===== config.mk =====
export PLATFORM = sky130hd
export DESIGN_NAME = mem_port_arbiter
export DESIGN_NICKNAME = d
export VERILOG_FILES = /design/src/rtl/mem_arb_pkg.sv /design/src/rtl/rr_pick2.sv /design/src/rtl/mem_port_arbiter.sv
export SDC_FILE = /design/constraint.sdc
export NUM_CORES = 1
export LEC_CHECK = 0
export BUFFER_PORTS_ARGS = -buffer_cell sky130_fd_sc_hd__buf_2
export CORE_AREA = 2 2 107 109
export CTS_CLUSTER_SIZE = 10
export DETAILED_ROUTE_END_ITERATION = 10
export DIE_AREA = 0 0 109 111
export GPL_ROUTABILITY_DRIVEN = 0
export PLACE_DENSITY = 0.68
export SLEW_MARGIN = 30
export SYNTH_ARGS = -nofsm -noshare
export SYNTH_HDL_FRONTEND = slang
export SYNTH_SLANG_ARGS = --single-unit

===== constraint.sdc =====
create_clock -name clk -period 2.06 [get_ports clk]
set_input_delay 0.412 -clock clk [delete_from_list [all_inputs] [get_ports clk]]
set_output_delay 0.412 -clock clk [all_outputs]
set_load 0.005 [all_outputs]

===== src/rtl/mem_arb_pkg.sv =====
`default_nettype none
// ============================================================================
// mem_arb_pkg : shared types for the fetch/data memory port arbiter
// Revision    : 1.0
// ============================================================================
package mem_arb_pkg;

   typedef enum logic [1:0] {
      ARB_IDLE  = 2'd0,
      ARB_ISSUE = 2'd1,
      ARB_WAIT  = 2'd2
   } arb_state_t;

   typedef enum logic {
      OWN_I = 1'b0,
      OWN_D = 1'b1
   } arb_owner_t;

   function automatic arb_owner_t other_owner(input arb_owner_t owner);
      return (owner == OWN_I) ? OWN_D : OWN_I;
   endfunction

endpackage : mem_arb_pkg
`default_nettype wire


===== src/rtl/rr_pick2.sv =====
`default_nettype none
// ============================================================================
// rr_pick2 : combinational two-way picker between fetch and data requests
// Revision : 1.0
// ============================================================================
module rr_pick2
   import mem_arb_pkg::*;
#(
   parameter int ROUND_ROBIN = 1
) (
   input  logic       fetch_req_i,
   input  logic       data_req_i,
   input  arb_owner_t last_owner_i,
   output logic       grant_valid_o,
   output arb_owner_t grant_o
);

   always_comb begin
      grant_valid_o = fetch_req_i | data_req_i;
      grant_o       = OWN_D;
      if (fetch_req_i && data_req_i) begin
         // Without round robin the data port keeps priority on contention
         if (ROUND_ROBIN != 0) begin
            grant_o = other_owner(last_owner_i);
         end
      end else if (fetch_req_i) begin
         grant_o = OWN_I;
      end
   end

endmodule : rr_pick2
`default_nettype wire


===== src/rtl/mem_port_arbiter.sv =====
`default_nettype none
// ============================================================================
// mem_port_arbiter : shares one single-ported memory between fetch and data
//                    ports, one outstanding transaction, with a watchdog
// Revision         : 1.0
// ============================================================================
module mem_port_arbiter
   import mem_arb_pkg::*;
#(
   parameter int ADDR_W         = 32,
   parameter int DATA_W         = 32,
   parameter int ROUND_ROBIN    = 1,
   parameter int TIMEOUT_CYCLES = 64
) (
   input  logic                  clk,
   input  logic                  rst,
   input  logic                  i_req,
   input  logic [ADDR_W-1:0]     i_addr,
   output logic                  i_ack,
   output logic [DATA_W-1:0]     i_rdata,
   output logic                  i_err,
   input  logic                  d_req,
   input  logic                  d_we,
   input  logic [ADDR_W-1:0]     d_addr,
   input  logic [DATA_W-1:0]     d_wdata,
   input  logic [DATA_W/8-1:0]   d_wstrb,
   output logic                  d_ack,
   output logic [DATA_W-1:0]     d_rdata,
   output logic                  d_err,
   output logic                  mem_req,
   output logic                  mem_we,
   output logic [ADDR_W-1:0]     mem_addr,
   output logic [DATA_W-1:0]     mem_wdata,
   output logic [DATA_W/8-1:0]   mem_wstrb,
   input  logic                  mem_ready,
   input  logic                  mem_rvalid,
   input  logic [DATA_W-1:0]     mem_rdata
);

   localparam int              STRB_W  = DATA_W / 8;
   localparam int              WD_W    = (TIMEOUT_CYCLES > 1) ? $clog2(TIMEOUT_CYCLES) : 1;
   localparam bit              WD_EN   = (TIMEOUT_CYCLES != 0);
   localparam logic [WD_W-1:0] WD_LAST = WD_W'(TIMEOUT_CYCLES - 1);

   arb_state_t          state_q, state_d;
   arb_owner_t          owner_q, owner_d;
   arb_owner_t          last_owner_q, last_owner_d;
   logic                we_q, we_d;
   logic [ADDR_W-1:0]   addr_q, addr_d;
   logic [DATA_W-1:0]   wdata_q, wdata_d;
   logic [STRB_W-1:0]   wstrb_q, wstrb_d;
   logic [WD_W-1:0]     wd_cnt_q, wd_cnt_d;

   logic                w_grant_valid;
   arb_owner_t          w_grant;
   logic                w_wd_expired;
   logic                w_done;
   logic                w_err;
   logic                w_ack;
   logic                w_issue;

   rr_pick2 #(
      .ROUND_ROBIN (ROUND_ROBIN)
   ) u_pick (
      .fetch_req_i   (i_req),
      .data_req_i    (d_req),
      .last_owner_i  (last_owner_q),
      .grant_valid_o (w_grant_valid),
      .grant_o       (w_grant)
   );

   assign w_wd_expired = WD_EN && (wd_cnt_q == WD_LAST);

   always_comb begin
      state_d      = state_q;
      owner_d      = owner_q;
      last_owner_d = last_owner_q;
      we_d         = we_q;
      addr_d       = addr_q;
      wdata_d      = wdata_q;
      wstrb_d      = wstrb_q;
      wd_cnt_d     = wd_cnt_q;
      w_done       = 1'b0;
      w_err        = 1'b0;

      unique case (state_q)
         ARB_IDLE: begin
            if (w_grant_valid) begin
               state_d      = ARB_ISSUE;
               owner_d      = w_grant;
               last_owner_d = w_grant;
               wd_cnt_d     = '0;
               if (w_grant == OWN_D) begin
                  we_d    = d_we;
                  addr_d  = d_addr;
                  wdata_d = d_wdata;
                  wstrb_d = d_we ? d_wstrb : '1;
               end else begin
                  we_d    = 1'b0;
                  addr_d  = i_addr;
                  wdata_d = '0;
                  wstrb_d = '1;
               end
            end
         end

         ARB_ISSUE: begin
            wd_cnt_d = wd_cnt_q + WD_W'(1);
            if (w_wd_expired) begin
               w_done  = 1'b1;
               w_err   = 1'b1;
               state_d = ARB_IDLE;
            end else if (mem_ready) begin
               state_d = ARB_WAIT;
            end
         end

         ARB_WAIT: begin
            wd_cnt_d = wd_cnt_q + WD_W'(1);
            // A response landing on the expiry cycle still counts as success
            if (mem_rvalid) begin
               w_done  = 1'b1;
               state_d = ARB_IDLE;
            end else if (w_wd_expired) begin
               w_done  = 1'b1;
               w_err   = 1'b1;
               state_d = ARB_IDLE;
            end
         end

         default: begin
            state_d = ARB_IDLE;
         end
      endcase
   end

   always_ff @(posedge clk) begin
      if (rst) begin
         state_q      <= ARB_IDLE;
         owner_q      <= OWN_I;
         last_owner_q <= OWN_I;
         we_q         <= 1'b0;
         addr_q       <= '0;
         wdata_q      <= '0;
         wstrb_q      <= '0;
         wd_cnt_q     <= '0;
      end else begin
         state_q      <= state_d;
         owner_q      <= owner_d;
         last_owner_q <= last_owner_d;
         we_q         <= we_d;
         addr_q       <= addr_d;
         wdata_q      <= wdata_d;
         wstrb_q      <= wstrb_d;
         wd_cnt_q     <= wd_cnt_d;
      end
   end

   // Outputs are masked during reset so an in-flight transaction is dropped silently
   assign w_issue = (state_q == ARB_ISSUE) && !rst;
   assign w_ack   = w_done && !rst;

   assign i_ack   = w_ack && (owner_q == OWN_I);
   assign i_err   = i_ack && w_err;
   assign i_rdata = (i_ack && !w_err) ? mem_rdata : '0;

   assign d_ack   = w_ack && (owner_q == OWN_D);
   assign d_err   = d_ack && w_err;
   assign d_rdata = (d_ack && !w_err) ? mem_rdata : '0;

   assign mem_req   = w_issue;
   assign mem_we    = w_issue && we_q;
   assign mem_addr  = addr_q;
   assign mem_wdata = wdata_q;
   assign mem_wstrb = w_issue ? wstrb_q : '0;

endmodule : mem_port_arbiter
`default_nettype wire

==> results of run 1 <==
## sequential cells by signal, summed over array words and instances (netlist names)
name,count
mem_addr,32
last_owner_q,1
wd_cnt_q,6
mem_wdata,32
state_q,2
we_q,1
wstrb_q,4
## worst reg2reg max path, cell delays in order (launching register included)
cell     delay (ps)
dfxtp_2         380
inv_4            60
ha_4            160
buf_4           140
nor3b_1         130
buf_4           160
nor4b_1         370
xnor2_1         160
nor2_1           50
## power by group through the flow
stage | registers, mW | logic (mW) | clock network (mW)
6_report | 1.85 | 1.20 | 1.53
5_1_grt | 1.87 | 1.32 | 1.65
4_1_cts | 1.84 | 1.19 | 1.58
3_5_place_dp | 1.87 | 1.10 | 0
3_3_place_gp | 1.87 | 1.05 | 0
2_1_floorplan | 1.87 | 0.601 | 0
## timing repair
item                                    4_1_cts  5_1_grt
cloned                                        8        2
buffers inserted                             11        0
endpoints found under the setup margin       74       73
pin swaps                                    40        8
gates resized for setup                      78       45
hold buffers                                  0        0
## cell families after synthesis
logic type | Yosys count
xor+xnor | 3
compound gates | 88
flops | 78
mux | 32
buf+inv | 38
simple gates | 177
fa+ha+maj | 4
## Yosys cell counts, types with 2 or more instances
master,n
a211oi_1,32
a21oi_1,3
a22o_1,32
and2_1,8
buf_2,8
buf_4,2
buf_6,5
clkbuf_1,17
dfxtp_1,78
ha_1,4
inv_1,4
mux2i_1,32
nand2_1,36
nand3_1,3
nor2_1,117
nor2b_1,3
nor3b_1,2
o21ai_0,5
o21ai_1,2
o31a_1,4
xnor2_1,3
## how the worst max path moves through the flow
stage | from | to | slack, ps
floorplan | state_q[0] | i_rdata[10] | 130
global placement | state_q[0] | i_rdata[31] | 20
detailed placement | state_q[0] | i_rdata[31] | -40
CTS | state_q[0] | d_rdata[28] | -240
global route | state_q[0] | d_rdata[13] | -380
finish | state_q[0] | i_rdata[29] | -300
## area by class of cell
type / count / area, µm²
Tap cell: 143 / 179
Antenna cell: 3 / 7.51
Inverter: 5 / 28.8
Fill cell: 947 / 4910
Multi-Input combinational cell: 304 / 2200
Clock inverter: 7 / 62.6
Timing Repair Buffer: 308 / 1890
Clock buffer: 9 / 225
Sequential cell: 78 / 1570
## layer usage
| metal | track usage (%) | vias to the layer above | routed length, µm |
|---|---|---|---|
| met3 | 6.06 | 37 | 1200 |
| met4 | 12.1 | 0 | 695 |
| li1 | - | 2039 | - |
| met2 | 39.1 | 228 | 7060 |
| met1 | 20.1 | 1914 | 4870 |
| met5 | 0 | - | 0 |
## per-stage QoR
stage / setup slack (ps) / utilization [%] / std cells
after floorplan: 127 / - / 420
after global placement: 23.4 / 46.1 / 817
after detailed placement: -43.9 / 46.3 / 819
after CTS: -236 / 53.9 / 853
after global routing: -381 / 55.6 / 856
final: -301 / 55.6 / 857
==> metrics, run 1 <==
commonest cells after routing, fill and taps aside=buf_2 (274), nor2_1 (84), dfxtp_1 (74); later-pin clock latency in the skew report=340 ps; Max VDD drop=530 µV; Tcrit/Tclk final=115%; WP data required=1650 ps; final setup skew=7.12 ps; Clock Sinks=78; IO Pins=277; commonest non-fill, non-tap cell in the layout=buf_2; TritonRoute pass-1 iters=4; Syn Area/Cell=8.55 µm²; first-pass GRT wire length=19.6 mm; startpoint types=register; Min Hold Slack=287 ps; status=finished, violations left; Cells after Synth=420; area grow syn2layout=71.7%; die area=0.0121 mm²; core box area=0.0111 mm²; Final Slew Violations=0; slowest library cell on the worst path=dfxtp_4; crit-path most repeated cell=buf_6; Crit Path Class=register to primary output; cells along the critical path=buf_6, ha_4, buf_6, o2111ai_4, buf_4, clkbuf_16, nand2_1, nor2_1, buf_2; Synth Area in Compound Gates=19.3%; Internal=3.14 mW; CP Buf/Inv Count=5; synth top area cells=dfxtp_1 (43%), nor2_1 (12%), mux2i_1 (8.9%); cell accounting for the most synthesized area=dfxtp_1; combinational family with the most area after synthesis=simple AND/OR/NAND/NOR gates; initial drt markers=232; Post-synth EDFFs=0; Max-cap violations=0; overall routed net length=13.8 mm; Synth Flop Type=dfxtp_1; drc violations=0; #FFs+latches synth=78; Min Clock Period, post-route=2360 ps; CP max stage delay=360 ps; net count after synthesis=563; Root Driver=clkbuf_16; Max clock buf depth=2; Tot GR Track Use=21.1%; Final Hold Fails=0; Hold WC Path Type=input port to register; slew at the pin closest to its max-slew limit=741 ps; DP Wirelength=9.40 mm; XOR/XNOR Fraction of Synth Area=0.732%; leakage=3.23 nW; Seq/Total Area, Yosys=43.5%; combinational share of power=26.2%; Worst Path Max Fanout=8; switching share of power=31.3%; Power Total=4.57 mW; hold path depth=2; H-tree levels=3; largest net degree at the start of global routing=71; Top delay family on crit path=buffers and inverters; starting density of the core=32.4%; Crit. path cell count=9; Synth Cell Area=0.00359 mm²; failing checks=setup timing; fraction of registers with async set/reset=0%; antenna violations before repair=3; RSZ-0062 raised after global routing=yes; via count=4218; Final setup viols=68; setup TNS=-17970 ps; site row count=39; Placement Cell Area=0.00513 mm²; # nets final=849; R2R Path End=wd_cnt_q[3]; max_slew headroom=50.5%; Synth Area in Adders=1.39%; CP endpoint kind=primary output; fmax=0.424 GHz; R2R cell count=8; WHS Endpoint=mem_wdata[0]; Synth top area share=43.5%; vias per cell=4.92; Reg2Reg Launch Point=state_q[1]; chip width=109 µm; sequential power share=40.3%; routed length per instance=16.1 µm; Num CTS Buffers=9; grt ovf=0; Die Ht=111 µm; reg2reg setup slack=320 ps; PwrDens=742 mW/mm²; Yosys cell types=41; final instance area=0.00616 mm²; synth warn=0; part of the power in the clock network=33.4%; number of global-route vias before repair=3993; hold_sp=d_wdata[0]; post-route worst setup slack=-301 ps; P_sw=1.43 mW; mux share of post-synthesis cell area=8.92%; layout cells sized above 1=56.4%; CTS clk-pin slew, worst paths=70 ps; WP data arrival=1950 ps; Post-DRT Antenna Nets=0; post-synthesis simple-gate area fraction=20.7%; CTS tree=done; port bufs=276
Power figures use the tool's default switching activity.
==> run 2, diff against run 1 <==
--- a/config.mk
+++ b/config.mk
@@ -6,13 +6,13 @@
 export NUM_CORES = 1
 export LEC_CHECK = 0
 export BUFFER_PORTS_ARGS = -buffer_cell sky130_fd_sc_hd__buf_2
-export CORE_AREA = 2 2 107 109
+export CORE_AREA = 2 2 106 108
 export CTS_CLUSTER_SIZE = 10
 export DETAILED_ROUTE_END_ITERATION = 10
-export DIE_AREA = 0 0 109 111
+export DIE_AREA = 0 0 108 110
 export GPL_ROUTABILITY_DRIVEN = 0
-export PLACE_DENSITY = 0.68
-export SLEW_MARGIN = 30
+export PLACE_DENSITY = 0.72
+export SLEW_MARGIN = 20
 export SYNTH_ARGS = -nofsm -noshare
 export SYNTH_HDL_FRONTEND = slang
 export SYNTH_SLANG_ARGS = --single-unit
==> constraint.sdc (replaced) <==
create_clock -name clk -period 2 [get_ports clk]
set_input_delay 0.4 -clock clk [delete_from_list [all_inputs] [get_ports clk]]
set_output_delay 0.4 -clock clk [all_outputs]
set_load 0.005 [all_outputs]
==> metrics, run 2 (synthesis results as in run 1) <==
Crit Path Class=register to primary output; post-place setup slack=-44.3 ps (-0.354 ps); R2R cell count=8 (unchanged); post-route worst setup slack=-294 ps (+7.10 ps); hold_sp=d_wdata[19]; max_slew headroom=62.1% (+12 points); final instance area=0.00579 mm² (-6.0%); Reg2Reg Launch Point=state_q[1]; Final setup viols=68 (unchanged); Worst Path Max Fanout=9 (+1); status=finished, violations left; first-pass GRT wire length=17.6 mm (-9.9%); RSZ-0062 raised after global routing=yes; cell count after placement=828 (+1.1%); overall routed net length=12.2 mm (-12%); largest net degree at the start of global routing=51 (-28%); drc violations=0 (unchanged); part of the power in the clock network=26.5% (-6.9 points); reg2reg setup slack=240 ps (-80 ps); P_sw=1.38 mW (-3.5%); DP Wirelength=9.42 mm (+0.28%); # nets final=852 (+0.35%); chip width=108 µm (-0.92%); Num CTS Buffers=9 (unchanged); non-filler cells, final=855 (-0.23%); sequential power share=44.8% (+4.5 points); TritonRoute pass-1 iters=4 (unchanged); Tot GR Track Use=19.1% (-2.0 points); Min Clock Period, post-route=2290 ps; Final Hold Fails=0 (unchanged); Placement Cell Area=0.00522 mm² (+1.7%); leakage=3.15 nW (-2.5%); WP data required=1600 ps (-50 ps); number of global-route vias before repair=3806 (-4.7%); Final Util=54.2% (-1.5 points); # hold bufs at CTS=0 (unchanged); antenna violations before repair=2 (-1); slew at the pin closest to its max-slew limit=568 ps (-173 ps); Post-DRT Antenna Nets=0 (unchanged); port bufs=276 (unchanged); later-pin clock latency in the skew report=350 ps (about the same); vias per cell=4.84 (-1.6%); Max VDD drop=359 µV (-32%); layout cells sized above 1=54.8% (-1.6 points); failing checks=setup timing; commonest non-fill, non-tap cell in the layout=buf_2; final setup skew=13.7 ps (+6.60 ps); site row count=38 (-2.6%); Max clock buf depth=2 (unchanged); WHS Endpoint=mem_wdata[19]; commonest cells after routing, fill and taps aside=buf_2 (275), nor2_1 (88), dfxtp_1 (75); Clock Sinks=78 (unchanged); combinational share of power=28.7% (+2.5 points); grt ovf=0 (unchanged); R2R Path End=wd_cnt_q[3]; Min Hold Slack=256 ps (-30.8 ps); Tcrit/Tclk final=115%; CTS tree=done; area grow syn2layout=61.4%; startpoint types=register; hold path depth=2 (unchanged); Final Slew Violations=0 (unchanged); starting density of the core=33.6% (+1.1 points); initial drt markers=205 (-12%); Die Ht=110 µm (-0.90%); CP endpoint kind=primary output; routed length per instance=14.3 µm (-11%); Max-cap violations=0 (unchanged); PwrDens=729 mW/mm² (-1.7%); die area=0.0119 mm² (-1.8%); H-tree levels=3 (unchanged); Root Driver=clkbuf_8; core box area=0.0107 mm² (-3.4%); IO Pins=277 (unchanged); via count=4141 (-1.8%); fmax=0.436 GHz; CTS clk-pin slew, worst paths=100 ps (+30 ps); Internal=2.85 mW (-9.5%); WP data arrival=1890 ps (-60 ps); switching share of power=32.7% (+1.4 points); Hold WC Path Type=input port to register
## run 2: changes by cell type in the layout (fill, tap and decap cells not counted), moves of 3 or more
cell        change
clkinvlp_4      -3
clkinv_4        +3
buf_16          -5
clkbuf_16      -10
nand2_4         -5
nor2_4         -12
clkbuf_8        +9
nor2_2          +8
inv_4           -3
buf_4           +7
nor2_1          +4
nand2_1         +4
## run 2: how the worst max path moves through the flow
| stage | start | end | cells after the start |
|---|---|---|---|
| after floorplan | state_q[0] | i_rdata[10] | 7 |
| after global placement | d_req | mem_wdata[24] | 5 |
| after detailed placement | state_q[0] | d_rdata[19] | 9 |
| after CTS | state_q[0] | d_rdata[19] | 9 |
| after global routing | state_q[1] | i_rdata[7] | 9 |
| final | state_q[0] | i_rdata[6] | 9 |
## run 2: power groups by stage
stage	Clock (mW)	Sequential (mW)	Combinational [mW]
after floorplan	0	1.93	0.619
after global placement	0	1.91	1.11
after detailed placement	0	1.92	1.15
after CTS	1.16	1.89	1.20
after global routing	1.23	1.92	1.34
final	1.12	1.89	1.21
## run 2: cell type report
class	instances	area [µm²]
diodes	1	2.50
clock buffers	9	124
clock inverters	7	63.8
fillers	982	4900
inverters	5	21.3
multi-input cells	304	2040
flip-flops and latches	78	1570
well taps	140	175
repair buffers	311	1800
## run 2: worst max-delay path: stages (launching register included)
cell and delay, ps:
dfxtp_2 350, inv_2 70, ha_4 160, nor2b_4 120, o2111ai_2 170, buf_6 200
buf_6 160, nand2_2 80, nor2_2 120, buf_2 120
## run 2: per-stage QoR
stage               setup TNS [ps]  power (mW)
finish                      -16260        4.23
global route                -24010        4.49
CTS                         -16190        4.26
detailed placement            -103        3.07
global placement             -1060        3.03
floorplan                        0        2.55
## run 2: metal layers
layer	up-vias	global-route usage, %	share of wire [%]
li1	2037	-	-
met1	1888	18.4	36
met2	192	37.9	55
met3	22	4.94	7.3
met4	2	8.15	2.0
met5	-	0	0.11
## run 2: repair_timing
action                                  in CTS  in global routing
gates cloned                                 2                  1
gates resized for setup                     49                 33
buffers inserted                             6                  2
endpoints found under the setup margin      73                 73
pin swaps                                    9                 12
==> run 3, diff against run 2 <==
--- a/config.mk
+++ b/config.mk
@@ -6,13 +6,13 @@
 export NUM_CORES = 1
 export LEC_CHECK = 0
 export BUFFER_PORTS_ARGS = -buffer_cell sky130_fd_sc_hd__buf_2
-export CORE_AREA = 2 2 106 108
+export CORE_AREA = 2 2 108 110
 export CTS_CLUSTER_SIZE = 10
 export DETAILED_ROUTE_END_ITERATION = 10
-export DIE_AREA = 0 0 108 110
+export DIE_AREA = 0 0 110 112
 export GPL_ROUTABILITY_DRIVEN = 0
 export PLACE_DENSITY = 0.72
-export SLEW_MARGIN = 20
 export SYNTH_ARGS = -nofsm -noshare
 export SYNTH_HDL_FRONTEND = slang
+export SYNTH_HIERARCHICAL = 1
 export SYNTH_SLANG_ARGS = --single-unit
==> metrics, run 3 <==
vias per cell=4.98 (+2.8%); Syn Area/Cell=9.03 µm² (+5.7%); commonest cells in the synthesized netlist=nor2_1 (106), dfxtp_1 (78), nand2_1 (38), mux2i_1 (34), a22o_1 (32); Worst Path Max Fanout=4 (-5); area grow syn2layout=67.4%; drc violations=0 (unchanged); post-place setup slack=-48.5 ps (-4.22 ps); Crit Path Class=register to primary output; Min Hold Slack=289 ps (+32.8 ps); overall routed net length=14.4 mm (+18%); Hold WC Path Type=input port to register; WP data required=1600 ps (about the same); # nets final=854 (+0.23%); Max clock buf depth=2 (unchanged); initial drt markers=257 (+25%); Synth Cell Area=0.00383 mm² (+6.7%); routed length per instance=16.7 µm (+17%); WHS Endpoint=mem_wdata[9]; Root Driver=clkbuf_16; max_slew headroom=49.2% (-13 points); #FFs+latches synth=78 (unchanged); Max VDD drop=439 µV (+22%); cell count after placement=824 (-0.48%); layout cells sized above 1=59.5% (+4.7 points); most used standard cell by instance count after synthesis=nor2_1; # hold bufs at CTS=0 (unchanged); Min Clock Period, post-route=2380 ps (+86.8 ps); Post-synth EDFFs=0 (unchanged); CP endpoint kind=primary output; post-route worst setup slack=-381 ps (-86.8 ps); slew at the pin closest to its max-slew limit=760 ps (+192 ps); site row count=39 (+2.6%); final setup skew=6.40 ps (-7.32 ps); Final Slew Violations=0 (unchanged); Synth Flop Type=dfxtp_1; fillcell total=939 (-4.4%); leakage=3.37 nW (+6.9%); core box area=0.0112 mm² (+4.5%); Seq/Total Area, Yosys=40.8% (-2.7 points); die area=0.0123 mm² (+3.7%); Tcrit/Tclk final=119% (+4.3 points); antenna violations before repair=3 (+1); IO Pins=277 (unchanged); Final Hold Fails=0 (unchanged); reg2reg setup slack=250 ps (about the same); starting density of the core=34.3% (+0.72 points); Tot GR Track Use=20.3% (+1.2 points); net count after synthesis=567 (+0.71%); RSZ-0062 raised after global routing=yes; via count=4291 (+3.6%); fmax=0.420 GHz (-3.6%); fraction of registers with async set/reset=0% (unchanged); commonest cells after routing, fill and taps aside=buf_2 (274), nor2_1 (77), dfxtp_1 (74), mux2i_1 (34), a22o_1 (32); port bufs=276 (unchanged); status=finished, violations left; synth top area cells=dfxtp_1 (41%), nor2_1 (10%), mux2i_1 (8.9%); CTS clk-pin slew, worst paths=60 ps (-40 ps); Max-cap violations=0 (unchanged); hold_sp=d_wdata[9]; grt ovf=0 (unchanged); CTS tree=done; TritonRoute pass-1 iters=4 (unchanged); first-pass GRT wire length=19.3 mm (+9.4%); Synth top area share=40.8% (-2.7 points); Final setup viols=68 (unchanged); non-filler cells, final=862 (+0.82%); Num CTS Buffers=9 (unchanged); DP Wirelength=9.50 mm (+0.84%); Post-DRT Antenna Nets=0 (unchanged); R2R cell count=6 (-2); Power Total=5.13 mW (+21%); Die Ht=112 µm (+1.8%); number of global-route vias before repair=3935 (+3.4%); H-tree levels=3 (unchanged); PwrDens=800 mW/mm² (+9.7%); later-pin clock latency in the skew report=320 ps (-30 ps); largest net degree at the start of global routing=45 (-12%); failing checks=setup timing; commonest non-fill, non-tap cell in the layout=buf_2; chip width=110 µm (+1.9%); Clock Sinks=78 (unchanged); Cells after Synth=424 (+0.95%); synth warn=6 (+6); WP data arrival=1980 ps (+90 ps); Reg2Reg Launch Point=state_q[1]; hold path depth=2 (unchanged); startpoint types=register; cell accounting for the most synthesized area=dfxtp_1; Yosys cell types=45 (+9.8%); R2R Path End=wd_cnt_q[3]
-- run 3: timing repair --
action,4_1_cts,5_1_grt
endpoints found under the setup margin,74,73
pin swaps,4,39
gates cloned,5,6
buffers inserted,5,4
resized for setup,41,87
-- run 3: power breakdown --
group,internal (mW),switching [mW]
registers,1.82,0.146
logic,0.752,0.805
clock network,0.995,0.613
total,3.56,1.56
-- run 3: kinds of logic (layout without fill, tap and decap cells) --
group	after synthesis	count (layout)	synth area share, %
flip-flops	78	78	40.8
AND/OR/NAND/NOR	173	173	20.3
XOR/XNOR	3	3	0.686
adder cells (fa/ha/maj)	4	4	1.31
other	0	3	0
multiplexers	35	35	9.18
buffers and inverters	41	333	7.58
AO/OA/AOI/OAI	90	90	20.2
-- run 3: worst max-delay path by stage --
stage | startpoint | to | slack [ps] | depth (start not counted)
floorplan | state_q[0] | d_rdata[10] | 200 | 6
global placement | state_q[1] | i_rdata[14] | 6 | 7
detailed placement | state_q[1] | d_rdata[25] | -50 | 8
CTS | state_q[0] | d_rdata[25] | -290 | 9
global route | state_q[0] | d_rdata[10] | -470 | 9
finish | state_q[0] | d_rdata[6] | -380 | 9
-- run 3: through the flow --
| step | TNS (ps) | utilization, % | instance area [µm²] |
|---|---|---|---|
| after floorplan | 0 | - | 3830 |
| after global placement | 0 | 47.7 | 5330 |
| after detailed placement | -1410 | 47.7 | 5330 |
| after CTS | -17890 | 53.0 | 5920 |
| after global routing | -27540 | 57.4 | 6410 |
| final | -21550 | 57.4 | 6410 |
-- run 3: layout make-up --
type | count | area (µm²) | area share [%]
Sequential cell | 78 | 1570 | 24.5
Clock buffer | 10 | 239 | 3.73
Antenna cell | 3 | 7.51 | 0.117
Tap cell | 143 | 179 | 2.79
Multi-Input combinational cell | 305 | 2370 | 37.0
Timing Repair Buffer | 311 | 1960 | 30.5
Inverter | 6 | 30.0 | 0.468
Clock inverter | 6 | 61.3 | 0.956
-- run 3: routing by layer --
layer,up-vias,GRT usage (%),share of wire [%]
met2,237,39.8,52
met1,1958,20.1,34
li1,2056,-,-
met5,-,0,0
met4,0,8.69,5.3
met3,40,3.69,8.8
-- run 3: worst max-delay path, cell delays in order, from the launching register on --
cell and delay [ps]:
dfxtp_2 360, inv_4 60, ha_4 170, nor2b_4 140, o2111ai_4 260, buf_6 200
clkbuf_16 160, nand2_2 60, nor2_1 120, buf_2 130
